File: src/rtl/hazard_stall_ctrl.sv
// Pipeline sequencing controller: detects load-use and carry-flag hazards
// between ID and EX, squashes wrong-path fetches after a taken branch,
// freezes the back end while data memory is busy, and counts stall cycles.
// Control outputs are combinational from the registered state and the
// current inputs, so they take effect in the cycle a hazard is seen.
module hazard_stall_ctrl #(
    parameter int RS_LSB            = 8,
    parameter int RT_LSB            = 5,
    parameter int LOAD_STALL_CYCLES = 1,
    parameter int FLAG_STALL_CYCLES = 1,
    parameter int FLUSH_CYCLES      = 1,
    parameter int PERF_W            = 16
) (
    input  logic              clk,
    input  logic              reset,
    input  logic [18:0]       id_instr,
    input  logic              id_uses_rs,
    input  logic              id_uses_rt,
    input  logic              id_uses_carry,
    input  logic [2:0]        ex_rd,
    input  logic              ex_reg_write,
    input  logic              ex_is_load,
    input  logic              ex_write_c,
    input  logic              ex_branch_taken,
    input  logic              mem_busy,
    output logic              pc_write,
    output logic              if_id_write,
    output logic              if_id_flush,
    output logic              id_ex_bubble,
    output logic              pipe_hold,
    output logic [1:0]        ctrl_state,
    output logic [PERF_W-1:0] stall_count
);

    typedef enum logic [1:0] {
        ST_RUN   = 2'd0,
        ST_STALL = 2'd1,
        ST_FLUSH = 2'd2
    } state_t;

    // The cycle that enters STALL/FLUSH is itself the first extra cycle's
    // predecessor, so the down-counter is loaded with (cycles - 2).
    localparam logic [1:0] LOAD_RELOAD  = 2'((LOAD_STALL_CYCLES > 1) ? LOAD_STALL_CYCLES - 2 : 0);
    localparam logic [1:0] FLAG_RELOAD  = 2'((FLAG_STALL_CYCLES > 1) ? FLAG_STALL_CYCLES - 2 : 0);
    localparam logic [1:0] FLUSH_RELOAD = 2'((FLUSH_CYCLES > 1) ? FLUSH_CYCLES - 2 : 0);

    state_t            state_q, state_d;
    logic [1:0]        cnt_q, cnt_d;
    logic [PERF_W-1:0] stall_count_q;

    logic [1:0] src_match;
    logic [1:0] src_used;
    logic       load_haz;
    logic       flag_haz;

    logic pc_write_c;
    logic if_id_write_c;
    logic if_id_flush_c;
    logic id_ex_bubble_c;
    logic pipe_hold_c;

    // Only the rs/rt fields of the instruction matter; the rest is ignored.
    logic unused_instr_bits;
    assign unused_instr_bits = ^id_instr;

    // Per-source register comparison against the EX destination (r0 included).
    genvar gi;
    generate
        for (gi = 0; gi < 2; gi++) begin : g_src
            localparam int FIELD_LSB = (gi == 0) ? RS_LSB : RT_LSB;
            assign src_match[gi] = (id_instr[FIELD_LSB +: 3] == ex_rd);
        end
    endgenerate

    assign src_used = {id_uses_rt, id_uses_rs};
    assign load_haz = ex_is_load & ex_reg_write & (|(src_match & src_used));
    assign flag_haz = id_uses_carry & ex_write_c;

    // Control decode and next-state selection; reset and memory freeze win.
    always_comb begin
        pc_write_c     = 1'b0;
        if_id_write_c  = 1'b0;
        if_id_flush_c  = 1'b0;
        id_ex_bubble_c = 1'b0;
        pipe_hold_c    = 1'b0;
        state_d        = state_q;
        cnt_d          = cnt_q;

        if (reset) begin
            if_id_flush_c  = 1'b1;
            id_ex_bubble_c = 1'b1;
            state_d        = ST_RUN;
            cnt_d          = 2'd0;
        end else if (mem_busy) begin
            pipe_hold_c = 1'b1;
        end else begin
            case (state_q)
                ST_RUN: begin
                    if (ex_branch_taken) begin
                        // Branch beats any hazard: the ID instruction is wrong-path.
                        pc_write_c     = 1'b1;
                        if_id_write_c  = 1'b1;
                        if_id_flush_c  = 1'b1;
                        id_ex_bubble_c = 1'b1;
                        if (FLUSH_CYCLES > 1) begin
                            state_d = ST_FLUSH;
                            cnt_d   = FLUSH_RELOAD;
                        end
                    end else if (load_haz) begin
                        id_ex_bubble_c = 1'b1;
                        if (LOAD_STALL_CYCLES > 1) begin
                            state_d = ST_STALL;
                            cnt_d   = LOAD_RELOAD;
                        end
                    end else if (flag_haz) begin
                        id_ex_bubble_c = 1'b1;
                        if (FLAG_STALL_CYCLES > 1) begin
                            state_d = ST_STALL;
                            cnt_d   = FLAG_RELOAD;
                        end
                    end else begin
                        pc_write_c    = 1'b1;
                        if_id_write_c = 1'b1;
                    end
                end
                ST_STALL: begin
                    id_ex_bubble_c = 1'b1;
                    if (cnt_q == 2'd0) begin
                        state_d = ST_RUN;
                    end else begin
                        cnt_d = 2'(cnt_q - 2'd1);
                    end
                end
                ST_FLUSH: begin
                    // EX holds a bubble here, so a taken-branch input is stale.
                    pc_write_c     = 1'b1;
                    if_id_write_c  = 1'b1;
                    if_id_flush_c  = 1'b1;
                    id_ex_bubble_c = 1'b1;
                    if (cnt_q == 2'd0) begin
                        state_d = ST_RUN;
                    end else begin
                        cnt_d = 2'(cnt_q - 2'd1);
                    end
                end
                default: begin
                    state_d = ST_RUN;
                    cnt_d   = 2'd0;
                end
            endcase
        end
    end

    // State, down-counter and saturating stall counter registers.
    always_ff @(posedge clk) begin
        if (reset) begin
            state_q       <= ST_RUN;
            cnt_q         <= 2'd0;
            stall_count_q <= '0;
        end else begin
            state_q <= state_d;
            cnt_q   <= cnt_d;
            if (!pc_write_c && (stall_count_q != {PERF_W{1'b1}})) begin
                stall_count_q <= stall_count_q + 1'b1;
            end
        end
    end

    assign pc_write     = pc_write_c;
    assign if_id_write  = if_id_write_c;
    assign if_id_flush  = if_id_flush_c;
    assign id_ex_bubble = id_ex_bubble_c;
    assign pipe_hold    = pipe_hold_c;
    assign ctrl_state   = state_q;
    assign stall_count  = stall_count_q;

endmodule

File: config.mk
export PLATFORM = sky130hd
export DESIGN_NAME = hazard_stall_ctrl
export DESIGN_NICKNAME = d
export VERILOG_FILES = /design/src/rtl/hazard_stall_ctrl.sv
export SDC_FILE = /design/constraint.sdc
export NUM_CORES = 1
export LEC_CHECK = 0
export BUFFER_PORTS_ARGS = -buffer_cell sky130_fd_sc_hd__buf_2
export CAP_MARGIN = 20
export CORE_MARGIN = 4
export CORE_UTILIZATION = 43
export CTS_CLUSTER_DIAMETER = 50
export DETAILED_ROUTE_END_ITERATION = 8
export PLACE_DENSITY_LB_ADDON = 0.25
export SLEW_MARGIN = 15
export SYNTH_ARGS = -nofsm -noshare
export SYNTH_HDL_FRONTEND = slang
export SYNTH_SLANG_ARGS = --single-unit
File: constraint.sdc
create_clock -name clk -period 2.6 [get_ports clk]
set_input_delay 0.78 -clock clk [delete_from_list [all_inputs] [get_ports clk]]
set_output_delay 0.78 -clock clk [all_outputs]
set_load 0.03 [all_outputs]
---- After elaboration in Yosys (flattened, before gate mapping) ----
Index checks and enable logic that the tools add are counted.
storage, ports and cells
  register bits ........................... 20
  latch bits .............................. 0
  bits in writable memories ............... 0
  bits in read-only memories .............. 0
  input bits .............................. 32
  word-level logic and storage cells ...... 48
  memories ................................ 0
cells by class
  add/subtract/negate cells ............... 2
  multipliers ............................. 0
  div/mod/pow operators ................... 0
  order comparisons ....................... 0
  equality and inequality tests ........... 7
  shift operators ......................... 0
  muxes and demuxes ....................... 22
  bitwise operators ....................... 6
  reduce and logical (&&, ||, !) cells .... 8
operators with widths
  kind                                                   number
  adder 16 x 1 -> 16 bit, second input constant          1
  inequality test 16 bit, second input constant          1
  two-way mux 1 bit                                      15
  case mux 2 bit (2 select lines)                        2
  equality test 3 bit                                    2
  case mux 1 bit (2 select lines)                        3
  AND reduction 3 bit                                    2
  logical NOT 2 bit                                      2
  two-way mux 2 bit                                      2
  OR reduction 2 bit                                     2
  bitwise AND 1 bit                                      3
  bitwise AND 2 bit                                      1
  equality test 2 x 1 -> 1 bit, second input constant    1
  equality test 2 bit, second input constant             1
  inequality test 2 x 1 -> 1 bit, second input constant  1
  inequality test 2 bit, second input constant           1
  inverter 1 bit                                         2
  subtractor 2 x 1 -> 2 bit, second input constant       1
  logical AND 1 bit                                      1
  logical NOT 1 bit                                      1

---- Longest topological paths before layout ----
Gate-level depths: netlist of the first run.
  depth in word-level cells ............... 11
  depth in mapped cells ................... 7
  mapped depth without buffers ............ 7

---- Worst setup path before layout of the first run ----
No wires, ideal clock.
  kind .................................... in2out
  start point ............................. input id_instr[9]
  end point ............................... output pc_write
  arrival ................................. 1.961 ns
  data required time ...................... 1.820 ns
  setup slack ............................. -0.141 ns
  stages on the path ...................... 5
  buffers on the path ..................... 1
  path through ............................ xnor2_1 nand4_1 a211oi_4 nor2_1 buf_4
on the way
  cells in the longest elaborated chain, start to end .. 9
RTL lines
  element                          RTL line  RTL
  start: declaration               16        input logic [18:0] id_instr,
  equality test 3 bit              71        assign src_match[gi] = (id_instr[FIELD_LSB +: 3] == ex_rd);
  bitwise AND 2 bit                76        assign load_haz = ex_is_load & ex_reg_write & (|(src_match & src_used));
  OR reduction 2 bit               76
  bitwise AND 1 bit                76
  two-way mux 1 bit (2 in a row)   --
  case mux 1 bit (2 select lines)  --
  two-way mux 1 bit (2 in a row)   --
  end: declaration                 26        output logic pc_write,
No other way between the ends.

---- Final worst setup path of the first run ----
  start point ............................. input ex_rd[2]
  end point ............................... output id_ex_bubble
on the way
  cells in the longest elaborated chain, start to end .. 9
  elaborated cells on any way between the ends .. 10
  classes of those cells .................. 2 x eq/ne; 5 x mux; 2 x bitwise; 1 x reduce/logical
RTL lines
  element                              RTL line  RTL
  start: declaration                   20        input logic [2:0] ex_rd,
  equality test 3 bit                  71
  bitwise AND 2 bit (*)                76
  OR reduction 2 bit (*)               76
  bitwise AND 1 bit (*)                76
  two-way mux 1 bit (*)                109       end else if (load_haz) begin
  two-way mux 1 bit (*)                99        if (ex_branch_taken) begin
  case mux 1 bit (2 select lines) (*)  97        case (state_q)
  two-way mux 1 bit (*)                94        end else if (mem_busy) begin
  two-way mux 1 bit (*)                89        if (reset) begin
  end: declaration                     29        output logic id_ex_bubble,
Every way passes the cells marked *; elsewhere a longest branch is shown, timed or not.

==> results of run 1 <==
==> worst paths after layout <==
check / start / end / slack [ns] / cells after the start
max: ex_rd[2] / id_ex_bubble / 0.01 / 7
min reg2reg: stall_count[15]$_SDFFE_PP0P_ / stall_count[15]$_SDFFE_PP0P_ / 0.51 / 2
min: stall_count[15]$_SDFFE_PP0P_ / stall_count[15]$_SDFFE_PP0P_ / 0.51 / 2
max reg2reg: stall_count[7]$_SDFFE_PP0P_ / stall_count[1]$_SDFFE_PP0P_ / 0.72 / 7
==> worst register-to-register path: stages (launching register included) <==
cell	delay, ns
dfxtp_1	0.43
nand4_1	0.18
nor4_1	0.37
nand2b_1	0.22
o21ai_4	0.16
buf_4	0.17
mux2i_1	0.18
nor2_1	0.05
==> Yosys cell counts (2+ instances only) <==
library cell / instances / area [um^2]
a211oi_1: 2 / 15.0
a21oi_1: 6 / 30.0
and3_1: 2 / 12.5
buf_4: 3 / 22.5
clkbuf_1: 2 / 7.51
dfxtp_1: 16 / 320
inv_1: 4 / 15.0
mux2_2: 2 / 22.5
nand2_1: 11 / 41.3
nand3_1: 4 / 20.0
nand4_1: 4 / 25.0
nor2_1: 15 / 56.3
nor2b_1: 3 / 18.8
nor3_1: 3 / 15.0
nor4_1: 2 / 12.5
o211ai_1: 4 / 30.0
o21ai_0: 4 / 20.0
o31ai_1: 3 / 22.5
or3_1: 3 / 18.8
or4_1: 4 / 30.0
xnor2_1: 7 / 61.3
xor2_1: 5 / 43.8
==> metrics by stage <==
stage | TNS (ns) | setup WS [ns] | instance area [um^2] | total power [uW]
after floorplan | -0.0137 | -0.0137 | 988 | 329
after global placement | -0.0392 | -0.0392 | 1220 | 362
after detailed placement | -0.0788 | -0.0576 | 1220 | 365
after CTS | -0.0200 | -0.0200 | 1320 | 545
after global routing | -0.102 | -0.0555 | 1370 | 576
final | 0 | 0.0142 | 1370 | 550
==> metal layers <==
| metal | wire [um] | up-vias |
|---|---|---|
| met5 | 0 | - |
| met4 | 38 | 0 |
| met3 | 174 | 4 |
| met2 | 1140 | 41 |
| met1 | 997 | 448 |
| li1 | - | 507 |
==> cell usage in the layout, fill, tap and decap left out, drive strengths merged <==
master  instances
buf            44
dfxtp          16
nor2           15
nand2          11
xnor2           7
o21ai           7
a21oi           6
xor2            5
nand4           4
inv             4
nand3           4
or4             4
o211ai          4
clkbuf          4
nor3            3
o31ai           3
nor2b           3
or3             3
a211oi          3
nor4            2
mux2            2
and3            2
conb            2
o21bai          1
a21o            1
nand2b          1
mux2i           1
ha              1
==> layout make-up <==
type / count / area (um^2) / share of cell area
Multi-Input combinational cell: 95 / 669 / 0.489
Inverter: 4 / 15.0 / 0.0110
Sequential cell: 16 / 320 / 0.234
Clock buffer: 4 / 36.3 / 0.0265
Tap cell: 27 / 33.8 / 0.0247
Timing Repair Buffer: 44 / 293 / 0.214
==> kinds of logic (layout without fill, tap and decap cells) <==
logic type,after synthesis,count (layout)
and+or+nand+nor,52,52
AOI/OAI and AO/OA,25,25
DFF,16,16
xor gates and xnor gates,12,12
buffers and inverters,9,52
muxes,3,3
adders and majority gates,1,1
other,1,2
==> what timing repair did <==
action / in CTS / in global routing
setup endpoints to repair: 1 / 3
resized for setup: 14 / 9
cloned: 0 / 0
pin swaps: 10 / 11
==> power by group through the flow <==
stage | Sequential [uW] | Clock, uW | Combinational, uW
after floorplan | 272 | 0 | 57.3
after global placement | 262 | 0 | 99.7
after detailed placement | 262 | 0 | 103
after CTS | 257 | 174 | 114
after global routing | 258 | 187 | 131
final | 257 | 170 | 123
==> reports/qor.yml, run 1 <==
power:
  vdd_ir_drop_max_mv: 0.286
  p_seq_frac: 0.467
  p_per_area_nw_per_um2: 402
  p_int_uw: 392
  p_switching_uw: 158
  clock_power_share: 0.310
  switching_share: 0.287
  p_leak_uw: 0.000579
  share_comb_of_total_power: 0.223
clock_network:
  cts_root_buffer: "clkbuf_4"
  cts_tree: "built"
  cts.clk_slew.worst_paths_ns: 0.09
  clock_latency_ns: 0.30
  numCtsBuffers: 3
  hold_buffers: 0
  htreeDepth: 1
  cts_buffer_depth: 2
  cts_setup_buffers: 0
  numClockSinks: 16
routing:
  dr.pass1.iters: 4
  drtAntennaViolNets: 0
  route.detailed.drc: 0
  vias_per_cell: 5.26
  totalWireLength_um: 2350
  first_iter_violations: 18
  post_drt_wl_per_cell_um: 12.3
  routed-via-count: 1000
sta:
  hold_viol_final: 0
  finalSetupViolCount: 0
  holdWs_ns: 0.510
  drv_slew: 0
  period_minus_slack_ns: 2.59
  fin_crit_sh: 0.995
  fmax_mhz: 387
  rsz0062_at_grt: "yes"
  skew_ns: 0.00802
global_route:
  use_met1: 0.189
  busiest_layer: "met2"
  first_global_vias: 938
  grt_max_degree: 20
  antenna_found_initial: 0
  grt_util_met3: 0.0210
  use_met2: 0.270
  track_usage: 0.155
  grt_pass1_wl_um: 3970
  grt_overflow: 0
die:
  initial_core_util: 0.469
  core_um2: 2040
  die_x_um: 55.2
  dieArea_um2: 3050
  ios: 55
  num_rows: 16
  die_y_um: 55.2
synth:
  synth_cells: 119
  synth-seq-area-share: 0.334
  yosys_warnings: 0
  synth_ff_type: "dfxtp_1"
  synth_xor_xnor_area_share: 0.110
  muxShareOfSynthArea: 0.0339
  async_flop_share: 0
  syn_area_um2: 958
  syn_area_per_cell_um2: 8.05
  synth_top_family_by_area: "simple AND/OR/NAND/NOR gates"
  synth_adder_area_share: 0.0131
  synthSimpleGateAreaFrac: 0.268
  ys_ff_latch: 16
  synth-edff-count: 0
  synth_compound_area_frac: 0.191
  yosysUniqueCellTypes: 32
finish:
  drive_above_1_share: 0.380
  area_growth_pct: 42.7
  nets: 197
  largest_reg_flops: 16
  num_antenna_cells: 0
  fin_cells: 190
  fillers: 176
  fin_util: 0.670
worst_setup_path:
  crit_chain: "buf_8 -> xnor2_2 -> nand4_1 -> a21oi_2 -> a211oi_2 -> o21bai_1 -> buf_4"
  cpPeakStageDelay_ns: 0.22
  cpLargestDelayFamily: "compound AO/OA/AOI/OAI gates"
  path_class: "input port to primary output"
  crit_path_max_fanout: 2
  slowest_stage: "a21oi_2"
  critPathLaunchType: "input port"
  path_buf_inv: 2
  critPathCaptureType: "primary output"
  cp.required_ns: 1.82
  crit_arrival_ns: 1.81
placed_design:
  place_inst: 186
  portBuffers: 39
  globalplace.congestion: 0.736
  hpwlAfterDp_um: 1730
run:
  cap_violations: 0
hold_path:
  hp-class: "flop to flop"
outcome:
  status: "complete, no violations"
Power figures use the tool's default switching activity.
==> inputs of run 2 (changes only) <==
==> constraint.sdc (replaced) <==
create_clock -name clk -period 2.9 [get_ports clk]
set_input_delay 0.87 -clock clk [delete_from_list [all_inputs] [get_ports clk]]
set_output_delay 0.87 -clock clk [all_outputs]
set_load 0.03 [all_outputs]
==> run 2 against run 1 <==
  * Core utilization decreased by 7.0 points
  * Die area is the same
  * Total power fell by 16%
  * Worst setup slack improved by 0.14 ns
  * Critical endpoint is now if_id_write
  * Combinational power down 29%
  * Sequential cell count unchanged
  * Sequential power decreased by 11%
  * Non-clock buffer count decreased by 2
  * Largest power group unchanged
  * Routed wire length decreased by 6.2%
  * Via count down 0.10%
  * Clock power fell by 14%
==> reports/qor.yml, run 2 (synthesis results as in run 1) <==
sta:
  rsz0062_at_grt: "no"
  holdWs_ns: 0.506  # -0.00413 ns
  worst_pin_slew_ns: 0.507
  period_minus_slack_ns: 2.74
  tns_ns: 0  # unchanged
  finalSetupViolCount: 0  # unchanged
  skew_ns: 0.000639  # -0.00738 ns
  drv_slew: 0  # unchanged
  fin_crit_sh: 0.946
  hold_viol_final: 0  # unchanged
  maxSlewHeadroom: 0.659
  fmax_mhz: 364
finish:
  final_common_cell: "buf_2"
  drive_above_1_share: 0.323  # -0.0574
  nets: 195  # -1.0%
  largest_reg_flops: 16  # unchanged
  fillers: 207  # +18%
  fin_util: 0.600  # -0.0699
  final_cell_mix: "buf_2 (38), dfxtp_1 (16), nor2_1 (14)"
  fin_cells: 188  # -1.1%
  area_growth_pct: 27.8
  num_antenna_cells: 0  # unchanged
worst_setup_path:
  path_buf_inv: 2  # unchanged
  cp.required_ns: 2.03  # +0.21 ns
  critPathLaunchType: "input port"
  cpPeakStageDelay_ns: 0.30  # +0.08 ns
  crit_arrival_ns: 1.87  # +0.06 ns
  cp_common_cell: "buf_2"
  r2r_slack_ns: 1.00  # +0.28 ns
  crit_chain: "buf_2 -> xnor2_1 -> nand4_1 -> a211oi_4 -> nor2_2 -> buf_2"
  cpLargestDelayFamily: "compound AO/OA/AOI/OAI gates"
  crit_path_max_fanout: 2  # unchanged
  path_class: "input port to primary output"
  slowest_stage: "a211oi_4"
  critPathCaptureType: "primary output"
routing:
  drtAntennaViolNets: 0  # unchanged
  first_iter_violations: 15  # -3
  routed-via-count: 999  # -0.10%
  totalWireLength_um: 2200  # -6.2%
  vias_per_cell: 5.31  # +0.96%
  route.detailed.drc: 0  # unchanged
  post_drt_wl_per_cell_um: 11.7  # -5.2%
  dr.pass1.iters: 4  # unchanged
global_route:
  use_met2: 0.258  # -0.0118
  first_global_vias: 949  # +1.2%
  grt_overflow: 0  # unchanged
  track_usage: 0.152  # -0.00257
  grt_max_degree: 20  # unchanged
  use_met1: 0.182  # -0.00764
  antenna_found_initial: 0  # unchanged
  grt_pass1_wl_um: 3850  # -2.9%
  grt_util_met3: 0.0303  # +0.00932
  busiest_layer: "met2"
clock_network:
  htreeDepth: 1  # unchanged
  cts_tree: "built"
  numCtsBuffers: 3  # unchanged
  cts_root_buffer: "clkbuf_4"
  cts.clk_slew.worst_paths_ns: 0.09  # about the same
  numClockSinks: 16  # unchanged
  cts_setup_buffers: 0  # unchanged
  clock_latency_ns: 0.28  # -0.02 ns
  cts_buffer_depth: 2  # unchanged
placed_design:
  globalplace.congestion: 0.765  # +3.9%
  place_inst: 184  # -1.1%
  hpwlAfterDp_um: 1730  # unchanged
  portBuffers: 39  # unchanged
die:
  num_rows: 16  # unchanged
  die_x_um: 55.2  # unchanged
  dieArea_um2: 3050  # unchanged
  ios: 55  # unchanged
  initial_core_util: 0.469  # unchanged
  core_um2: 2040  # unchanged
  die_y_um: 55.2  # unchanged
outcome:
  status: "complete, no violations"
run:
  cap_violations: 0  # unchanged
power:
  vdd_ir_drop_max_mv: 0.194  # -32%
  p_leak_uw: 0.000514  # -11%
  p_per_area_nw_per_um2: 378  # -5.9%
hold_path:
  hp-class: "flop to flop"
run 2: changes by cell type in the layout (fill, tap and decap cells not counted), sizes merged:
| cell | change |
|---|---|
| buf | -2 |
run 2: worst reg2reg max path: stages (launching register included):
cell and delay (ns):
dfxtp_1 0.43, nand4_1 0.20, nor4_1 0.38, nand2b_1 0.23, o21ai_4 0.19, nor3_1 0.10, mux2_2 0.27
run 2: power by group:
group	switching [uW]	internal, uW	total, uW
registers	5.77	224	230
clock network	69.6	76.4	146
logic	53.9	33.6	87.4
run 2: area by class of cell:
| class | count | area (um^2) | share of cell area |
|---|---|---|---|
| clock buffers | 4 | 36.3 | 0.0296 |
| inverters | 4 | 15.0 | 0.0123 |
| multi-input cells | 95 | 599 | 0.489 |
| flip-flops and latches | 16 | 320 | 0.261 |
| well taps | 27 | 33.8 | 0.0276 |
| repair buffers | 42 | 220 | 0.180 |
run 2: final timing paths:
check                          startpoint                      endpoint  cells past startpoint
max                              ex_rd[0]                   if_id_write                      6
min          stall_count[15]$_SDFFE_PP0P_  stall_count[15]$_SDFFE_PP0P_                      2
max reg2reg   stall_count[7]$_SDFFE_PP0P_   stall_count[7]$_SDFFE_PP0P_                      6
min reg2reg  stall_count[15]$_SDFFE_PP0P_  stall_count[15]$_SDFFE_PP0P_                      2
run 2: per-stage QoR:
stage | setup slack, ns | area (um^2) | total power (uW)
after floorplan | 0.0583 | 965 | 292
after global placement | 0.161 | 1190 | 320
after detailed placement | 0.0975 | 1190 | 323
after CTS | 0.101 | 1220 | 466
after global routing | 0.0216 | 1220 | 490
final | 0.155 | 1220 | 464
run 2: routing by layer:
metal	part of all wire	vias up
met5	0	-
met4	0.016	0
met3	0.078	4
met2	0.47	38
met1	0.44	453
li1	-	504
run 2: repair_timing:
| item | CTS | global route |
|---|---|---|
| gates resized for setup | 0 | 2 |
| endpoints found under the setup margin | 0 | 1 |
| hold buffers | 0 | 0 |
==> inputs of run 3 (changes only) <==
--- a/config.mk
+++ b/config.mk
@@ -7,7 +7,6 @@
 export LEC_CHECK = 0
 export BUFFER_PORTS_ARGS = -buffer_cell sky130_fd_sc_hd__buf_2
 export CAP_MARGIN = 20
-export CORE_MARGIN = 4
 export CORE_UTILIZATION = 43
 export CTS_CLUSTER_DIAMETER = 50
 export DETAILED_ROUTE_END_ITERATION = 8
==> run 3 against run 2 <==
  * Non-clock buffer count down 1
  * Sequential cell count is the same
  * Clock skew about the same
  * Critical endpoint is now id_ex_bubble
  * Largest power group unchanged
==> reports/qor.yml, run 3 (synthesis results as in run 1) <==
outcome:
  status: "complete, no violations"
routing:
  post_drt_wl_per_cell_um: 11.4  # -2.6%
  route.detailed.drc: 0  # unchanged
  drtAntennaViolNets: 0  # unchanged
  totalWireLength_um: 2120  # -3.7%
  dr.pass1.iters: 4  # unchanged
  routed-via-count: 988  # -1.1%
  vias_per_cell: 5.31  # about the same
  first_iter_violations: 12  # -3
sta:
  fin_crit_sh: 0.961  # +0.0149
  rsz0062_at_grt: "no"
  hold_viol_final: 0  # unchanged
  tns_ns: 0  # unchanged
  skew_ns: 0.000540  # -0.0000995 ns
  period_minus_slack_ns: 2.79  # +0.0432 ns
  fmax_mhz: 359  # -1.5%
  drv_slew: 0  # unchanged
  finalSetupViolCount: 0  # unchanged
power:
  share_comb_of_total_power: 0.199  # +0.010
  switching_share: 0.295  # +0.0162
  p_int_uw: 305  # -8.7%
  clock_power_share: 0.270  # -0.045
  p_per_area_nw_per_um2: 359  # -5.2%
  p_switching_uw: 128  # -1.1%
  p_leak_uw: 0.000502  # -2.3%
  p_seq_frac: 0.531  # +0.035
  vdd_ir_drop_max_mv: 0.191  # -1.5%
global_route:
  grt_util_met3: 0.0187  # -0.0116
  use_met2: 0.322  # +0.0635
  grt_overflow: 0  # unchanged
  grt_max_degree: 20  # unchanged
  grt_pass1_wl_um: 3370  # -12%
  first_global_vias: 842  # -11%
  busiest_layer: "met2"
  track_usage: 0.179  # +0.0270
  antenna_found_initial: 0  # unchanged
  use_met1: 0.208  # +0.0262
worst_setup_path:
  critPathCaptureType: "primary output"
  crit_start: "ex_rd[0]"
  rr_startpoint: "stall_count[7]$_SDFFE_PP0P_"
  cp.required_ns: 2.03  # about the same
  crit_arrival_ns: 1.92  # +0.05 ns
  critPathLaunchType: "input port"
  path_class: "input port to primary output"
  crit_path_max_fanout: 2  # unchanged
placed_design:
  hpwlAfterDp_um: 1600  # -7.0%
  place_inst: 183  # -0.54%
  globalplace.congestion: 0.720  # -5.9%
  portBuffers: 39  # unchanged
hold_path:
  worstHoldStart: "stall_count[15]$_SDFFE_PP0P_"
  hp-class: "flop to flop"
clock_network:
  cts_setup_buffers: 0  # unchanged
  hold_buffers: 0  # unchanged
  cts_tree: "built"
  clock_latency_ns: 0.28  # about the same
  htreeDepth: 1  # unchanged
  numClockSinks: 16  # unchanged
  cts_buffer_depth: 2  # unchanged
  cts_root_buffer: "clkbuf_4"
  numCtsBuffers: 3  # unchanged
  cts.clk_slew.worst_paths_ns: 0.09  # about the same
finish:
  final_common_cell: "buf_2"
  fillers: 194  # -6.3%
  fin_cells: 186  # -1.1%
  largest_reg_flops: 16  # unchanged
  drive_above_1_share: 0.321  # -0.00223
  final_cell_mix: "buf_2 (38), dfxtp_1 (16), nor2_1 (14)"
  num_antenna_cells: 0  # unchanged
  area_growth_pct: 26.0
  nets: 194  # -0.51%
die:
  core_um2: 2020  # -0.98%
  initial_core_util: 0.474  # +0.00465
  num_rows: 16  # unchanged
  die_y_um: 49.2  # -11%
  dieArea_um2: 2420  # -21%
  die_x_um: 49.2  # -11%
  ios: 55  # unchanged
run:
  cap_violations: 0  # unchanged
==> run 3: cell types whose count changed in the layout (fill, tap and decap cells not counted), sizes merged <==
cell / change
buf: -2
==> run 3: critical path, cell delays in order <==
cell,delay (ns)
buf_2,0.11
xnor2_1,0.17
nand4_1,0.20
a21oi_2,0.17
a211oi_1,0.06
o21bai_1,0.13
clkbuf_4,0.20
==> run 3: metrics by stage <==
| step | utilization | setup WS [ns] | hold WS, ns | cell area (um^2) | total power, uW |
|---|---|---|---|---|---|
| 2_1_floorplan | - | 0.0583 | 0.622 | 965 | 292 |
| 3_3_place_gp | 0.583 | 0.159 | 0.483 | 1180 | 318 |
| 3_5_place_dp | 0.583 | 0.0945 | 0.502 | 1180 | 321 |
| 4_1_cts | 0.594 | 0.0961 | 0.513 | 1200 | 434 |
| 5_1_grt | 0.597 | 0.00872 | 0.530 | 1210 | 452 |
| 6_report | 0.597 | 0.112 | 0.511 | 1210 | 433 |
==> run 3: power groups by stage <==
stage                     clock (uW)  combinational, uW  sequential (uW)
after floorplan                    0               48.5              244
after global routing             127               93.7              231
after detailed placement           0               85.4              235
after CTS                        118               86.0              230
final                            117               86.3              230
after global placement             0               83.5              235
==> run 3: layer usage <==
layer  wire, um  up-vias
met5          0        -
met4         34        0
met3        110        4
met2       1050       36
met1        926      447
li1           -      501
==> run 3: what timing repair did <==
action	CTS	global route
endpoints found under the setup margin	0	1
hold endpoints to repair	0	0
resized for setup	0	2
==> run 3: final cells by class <==
class / count / area, um^2 / share of cell area
Tap cell: 27 / 33.8 / 0.0280
Multi-Input combinational cell: 95 / 603 / 0.499
Clock buffer: 3 / 22.5 / 0.0187
Inverter: 4 / 15.0 / 0.0124
Sequential cell: 16 / 320 / 0.265
Timing Repair Buffer: 41 / 213 / 0.176
==> run 3: path summary, 6_finish.rpt <==
path	endpoint	slack (ns)	cells after the start
worst max-delay path	id_ex_bubble	0.11	7
worst min-delay path	stall_count[15]$_SDFFE_PP0P_	0.51	2
worst max register to register	stall_count[7]$_SDFFE_PP0P_	1.02	6
worst min register to register	stall_count[15]$_SDFFE_PP0P_	0.51	2
